--- src/rtl/uart_rx_fifo.sv ---
// UART receiver (configurable width/parity/stop bits) feeding a first-word-fall-through FIFO.
// Optional build macro UART_RX_MAJORITY_EN enables 3-sample majority voting per bit.
module uart_rx_fifo #(
    parameter int unsigned CLKS_PER_BIT = 10417,
    parameter int unsigned DATA_BITS    = 8,
    parameter int unsigned PARITY_MODE  = 0,
    parameter int unsigned STOP_BITS    = 1,
    parameter int unsigned FIFO_DEPTH   = 4
) (
    input  logic                          clk,
    input  logic                          reset,
    input  logic                          UART_RX,
    input  logic                          rd_en,
    output logic [DATA_BITS-1:0]          rd_data,
    output logic                          empty,
    output logic                          full,
    output logic [$clog2(FIFO_DEPTH):0]   count,
    output logic                          busy,
    output logic                          frame_err,
    output logic                          parity_err,
    output logic                          overrun
);

    localparam int unsigned CntW   = $clog2(CLKS_PER_BIT);
    localparam int unsigned BitW   = $clog2(DATA_BITS);
    localparam int unsigned PtrW   = $clog2(FIFO_DEPTH);
    localparam int unsigned OccW   = PtrW + 1;
    localparam logic        ParOdd = (PARITY_MODE == 1);

    typedef enum logic [2:0] {StIdle, StStart, StData, StParity, StStop, StWaitHigh} state_e;

    state_e                 state_q, state_d;
    logic [1:0]             sync_q;
    logic                   rxs, sample;
    logic [CntW-1:0]        cnt_q, cnt_d;
    logic [BitW-1:0]        bcnt_q, bcnt_d;
    logic [DATA_BITS-1:0]   shreg_q, shreg_d;
    logic                   par_bad_q, par_bad_d;
    logic                   push_q, push_d;
    logic                   frame_err_q, frame_err_d;
    logic                   parity_err_q, parity_err_d;
    logic                   half_hit, bit_hit, last_stop;

    assign rxs = sync_q[1];

`ifdef UART_RX_MAJORITY_EN
    // Vote is taken one clock late so the +1 sample is available.
    localparam int unsigned Delay = 1;
    logic [1:0] hist_q;
    always_ff @(posedge clk or posedge reset) begin
        if (reset) hist_q <= 2'b11;
        else       hist_q <= {hist_q[0], rxs};
    end
    assign sample = (rxs & hist_q[0]) | (rxs & hist_q[1]) | (hist_q[0] & hist_q[1]);
`else
    localparam int unsigned Delay = 0;
    assign sample = rxs;
`endif

    assign half_hit  = (cnt_q == CntW'(CLKS_PER_BIT / 2 - 1 + Delay));
    assign bit_hit   = (cnt_q == CntW'(CLKS_PER_BIT - 1));
    assign last_stop = (bcnt_q == BitW'(STOP_BITS - 1));

    always_ff @(posedge clk or posedge reset) begin
        if (reset) begin
            sync_q  <= 2'b11;
            state_q <= StIdle;
        end else begin
            sync_q  <= {sync_q[0], UART_RX};
            state_q <= state_d;
        end
    end

    always_comb begin
        state_d = state_q;
        unique case (state_q)
            StIdle:     if (!rxs) state_d = StStart;
            StStart:    if (half_hit) state_d = sample ? StIdle : StData;
            StData: begin
                if (bit_hit && bcnt_q == BitW'(DATA_BITS - 1)) begin
                    state_d = (PARITY_MODE != 0) ? StParity : StStop;
                end
            end
            StParity:   if (bit_hit) state_d = StStop;
            StStop: begin
                if (bit_hit) begin
                    if (!sample)        state_d = StWaitHigh;
                    else if (last_stop) state_d = StIdle;
                end
            end
            StWaitHigh: if (rxs) state_d = StIdle;
            default:    state_d = StIdle;
        endcase
    end

    always_comb begin
        busy         = (state_q != StIdle);
        push_d       = (state_q == StStop) && bit_hit && sample && last_stop;
        frame_err_d  = (state_q == StStop) && bit_hit && !sample;
        parity_err_d = push_d && par_bad_q;

        cnt_d = cnt_q + CntW'(1);
        if (state_q == StIdle || state_q == StWaitHigh || state_d != state_q || bit_hit) begin
            cnt_d = '0;
        end

        bcnt_d = bcnt_q;
        if (state_d != state_q) begin
            bcnt_d = '0;
        end else if (bit_hit && (state_q == StData || state_q == StStop)) begin
            bcnt_d = bcnt_q + BitW'(1);
        end

        shreg_d = shreg_q;
        if (state_q == StData && bit_hit) shreg_d = {sample, shreg_q[DATA_BITS-1:1]};

        par_bad_d = par_bad_q;
        if (state_q == StIdle) begin
            par_bad_d = 1'b0;
        end else if (state_q == StParity && bit_hit) begin
            par_bad_d = (sample != ((^shreg_q) ^ ParOdd));
        end
    end

    always_ff @(posedge clk or posedge reset) begin
        if (reset) begin
            cnt_q        <= '0;
            bcnt_q       <= '0;
            shreg_q      <= '0;
            par_bad_q    <= 1'b0;
            push_q       <= 1'b0;
            frame_err_q  <= 1'b0;
            parity_err_q <= 1'b0;
        end else begin
            cnt_q        <= cnt_d;
            bcnt_q       <= bcnt_d;
            shreg_q      <= shreg_d;
            par_bad_q    <= par_bad_d;
            push_q       <= push_d;
            frame_err_q  <= frame_err_d;
            parity_err_q <= parity_err_d;
        end
    end

    logic [DATA_BITS-1:0] mem_q [FIFO_DEPTH];
    logic [PtrW-1:0]      wr_ptr_q, rd_ptr_q;
    logic [OccW-1:0]      count_q, count_d;
    logic                 pop, do_write, overrun_q;

    assign empty    = (count_q == '0);
    assign full     = (count_q == OccW'(FIFO_DEPTH));
    assign pop      = rd_en && !empty;
    // When full, a simultaneous pop frees the head slot that the write reuses.
    assign do_write = push_q && (!full || pop);

    always_comb begin
        count_d = count_q;
        if (do_write && !pop)      count_d = count_q + OccW'(1);
        else if (!do_write && pop) count_d = count_q - OccW'(1);
    end

    always_ff @(posedge clk or posedge reset) begin
        if (reset) begin
            wr_ptr_q  <= '0;
            rd_ptr_q  <= '0;
            count_q   <= '0;
            overrun_q <= 1'b0;
        end else begin
            if (do_write) wr_ptr_q <= wr_ptr_q + PtrW'(1);
            if (pop)      rd_ptr_q <= rd_ptr_q + PtrW'(1);
            count_q   <= count_d;
            overrun_q <= push_q && full && !pop;
        end
    end

    always_ff @(posedge clk) begin
        if (do_write) mem_q[wr_ptr_q] <= shreg_q;
    end

    assign rd_data    = mem_q[rd_ptr_q];
    assign count      = count_q;
    assign frame_err  = frame_err_q;
    assign parity_err = parity_err_q;
    assign overrun    = overrun_q;

endmodule
--- config.mk ---
export PLATFORM = sky130hd
export DESIGN_NAME = uart_rx_fifo
export DESIGN_NICKNAME = d
export VERILOG_FILES = /design/src/rtl/uart_rx_fifo.sv
export SDC_FILE = /design/constraint.sdc
export NUM_CORES = 1
export LEC_CHECK = 0
export ABC_AREA = 1
export BUFFER_PORTS_ARGS = -buffer_cell sky130_fd_sc_hd__buf_4
export CORE_MARGIN = 2
export CORE_UTILIZATION = 45
export CTS_CLUSTER_SIZE = 8
export DETAILED_ROUTE_END_ITERATION = 12
export SYNTH_ARGS = -nofsm -noshare
export SYNTH_HDL_FRONTEND = slang
export SYNTH_SLANG_ARGS = --single-unit
--- constraint.sdc ---
create_clock -name clk -period 2.5 [get_ports clk]
set_clock_uncertainty 0.05 [all_clocks]
set_input_delay 0.125 -clock clk [delete_from_list [all_inputs] [get_ports clk]]
set_output_delay 0.125 -clock clk [all_outputs]
set_load 0.01 [all_outputs]
==> metrics.txt <==
syn nets 402; Main synth FF type dfrtp_1; I/O Buffers 20; total core area 7770 µm²; Reg clk slew, reported paths 80 ps; Vias/cell 4.76; Final setup viols 0; FF+latch count, synth 74; Seq pwr share 45.6%; Worst EP required 2680 ps; GRT Overall Usage 16.9%; Synth cell types 35; slowest stage delay, CP 440 ps; Max-slew headroom 54.5%; hold endpoint rd_ptr_q[0]$_DFFE_PP0P_; clk_lat worst skew 340 ps; Internal 2.09 mW; crit path kind register to register; RSZ-0062 raised after global routing false; Layout Nets 435; Critical Path, Cell by Cell or2_2 > o21ai_2 > nand2_1 > nand2_1 > inv_1 > ha_1 > inv_1 > fa_1 > mux2_2; initial core utilization 46.6%; FILL cells 729; CP arrival 2530 ps; TritonCTS Sinks 74; post-synth top area share 27.6%; Worst VDD drop 0.289 mV; reg-to-reg endpoint count[1]$_DFFE_PP0P_; gpl congestion 0.834; CP endpoint kind register; Root Buffer clkbuf_8; Static Leakage 1.95 nW; fraction of registers with async set/reset 56.8%; post-synth top area cell dfrtp_1; Reg area 2010 µm²; fmax 425 MHz; die area 8790 µm²; Worst-Margin Slew 678 ps; Pre-Repair DR Iteration Count 4; Routed WL 6.52 mm; Synthesis Warnings 0; Antenna Violating Nets Remaining 0; Worst Hold Launch rd_en; post-CTS setup buffer count 0; Fin. Hold Viols 0; Critical Path Source Type register; Final Power 3.00 mW; antenna fix cells 0; Synth top cells by count nand2_1, nor2_1, inv_1, dfrtp_1, edfxtp_1; DR vias 2,509; Residual DRC 0; top cells by area, synth dfrtp_1, edfxtp_1, nand2_1; row cnt 32; Die Wd 93.7 µm; Net Switching 907 µW; # IOs 21; Multi-input gate area 1360 µm²; top-count cell post-synth nand2_1; min-delay worst type primary input to register; worst-case clock buffer depth 2; area grow syn2layout 14.3%; detailed placement HPWL 4.66 mm; first-pass GRT wire length 11.6 mm; Post-Syn Instances 387; Setup TNS 0 ps; CP max-delay cell dfrtp_1; # placed instances 509; clock share of power 31.2%; MaxCap Viol Count 0; r2r startpoint count[0]$_DFFE_PP0P_; Min Clock Period, post-route 2350 ps; Slew Limit Fails 0; drt wl/cell 12.4 µm; Post-synth EDFFs 32; Netlist Area Pre-Place 3620 µm²; Tcrit/Tclk final 94.2%; power per cell area 725 nW/µm²; Detailed Route Iter0 Violations 69; flop2flop setup slack 150 ps; Sw Share 30.2%; post-layout util 53.3%; status complete, no violations; reg2reg path depth 9; sequential element share of the synthesized area 55.6%; Die Y 93.7 µm; largest net degree at the start of global routing 24; depth of the CTS H-tree 3; number of global-route vias before repair 2,536; fraction of layout cells with a size suffix above 1 17.2%; Num CTS Buffers 9; Critical Path Fanout Max 4; initial antenna violation count 0; post-route insts no fill 527; Post-Syn Area per Cell 9.36 µm²; Worst Hold Path Cells 3; Comb pwr share 23.3%; Worst Hold Slack 42.5 ps; total grt overflow 0; CTS tree done
==> state kept, by name, summed over array words and instances (netlist names), 3 cells and up <==
signal and count:
mem_q 32, cnt_q 14, shreg_q 8, state_q 3, bcnt_q 3, count 3
==> power groups by stage <==
stage | clock network, mW | registers, mW | logic, mW
2_1_floorplan | 0 | 1.38 | 0.410
3_3_place_gp | 0 | 1.39 | 0.688
3_5_place_dp | 0 | 1.39 | 0.700
4_1_cts | 0.963 | 1.37 | 0.708
5_1_grt | 1.01 | 1.38 | 0.779
6_report | 0.935 | 1.37 | 0.698
==> worst max path at each step <==
stage                          from                    to  depth (start not counted)  slack (ps)
2_1_floorplan  count[0]$_DFFE_PP0P_  count[1]$_DFFE_PP0P_                          9         100
3_3_place_gp   count[0]$_DFFE_PP0P_  count[1]$_DFFE_PP0P_                          9         220
3_5_place_dp   count[0]$_DFFE_PP0P_  count[1]$_DFFE_PP0P_                          9         150
4_1_cts        count[0]$_DFFE_PP0P_  count[1]$_DFFE_PP0P_                          9         130
5_1_grt        count[0]$_DFFE_PP0P_  count[1]$_DFFE_PP0P_                          9          30
6_report       count[0]$_DFFE_PP0P_  count[1]$_DFFE_PP0P_                          9         150
==> placed cells by master (no fill, tap or decap), types with 2 or more instances in the layout <==
master,netlist,layout
clkbuf_8,0,9
nor3_1,2,2
xnor2_1,7,7
inv_6,0,2
dlygate4sd3_1,0,2
nand3_2,3,3
buf_4,0,28
inv_1,52,51
o21ai_0,26,26
dfrtp_1,40,40
nand3_1,12,12
nor4_1,3,3
dfstp_2,2,2
clkinvlp_4,0,4
o22ai_1,8,8
nand2_1,69,69
xor2_1,14,14
nand4_1,7,7
nand2_2,2,2
edfxtp_1,32,32
a21oi_1,7,7
inv_2,4,4
nor2_2,11,11
ha_1,10,10
nor2_1,56,56
==> worst max-delay path: cells and delay by family (launching register included) <==
family	cells	cell delay [ps]
AOI/OAI and AO/OA	1	200
adders and majority gates	2	600
buffers and inverters	2	150
DFF	1	440
muxes	1	270
and+or+nand+nor	3	530
==> per-stage QoR <==
step                      setup WS (ps)  area (µm²)
final                               146        4140
after global routing               31.7        4140
after CTS                           132        4140
after detailed placement            153        3920
after global placement              216        3920
after floorplan                    98.0        3620
==> cell families after synthesis <==
| group | share of synthesized area (%) |
|---|---|
| xor+xnor | 5.08 |
| simple gates | 21.3 |
| buf+inv | 6.98 |
| fa+ha+maj | 4.01 |
| compound gates | 6.77 |
| flops | 55.6 |
| mux | 0.311 |
==> layer usage <==
layer | GRT usage [%] | part of all wire, % | wire length [µm] | vias up
li1 | - | - | - | 1305
met3 | 3.61 | 3.3 | 212 | 9
met2 | 29.5 | 50 | 3250 | 39
met5 | 0 | 0 | 0 | -
met4 | 6.40 | 1.5 | 97 | 0
met1 | 20.5 | 45 | 2960 | 1156
==> what timing repair did <==
action / in CTS / in global routing
hold buffers: 2 / 0
resized for setup: 0 / 0
endpoints found under the hold margin: 18 / 0
==> final cells by class <==
type,count,share of cell area (%)
Inverter,56,5.08
Clock buffer,9,2.99
Sequential cell,74,48.7
Tap cell,102,3.08
Clock inverter,7,1.87
Multi-Input combinational cell,249,32.8
Timing Repair Buffer,30,5.56
(Power assumes the default switching activity.)
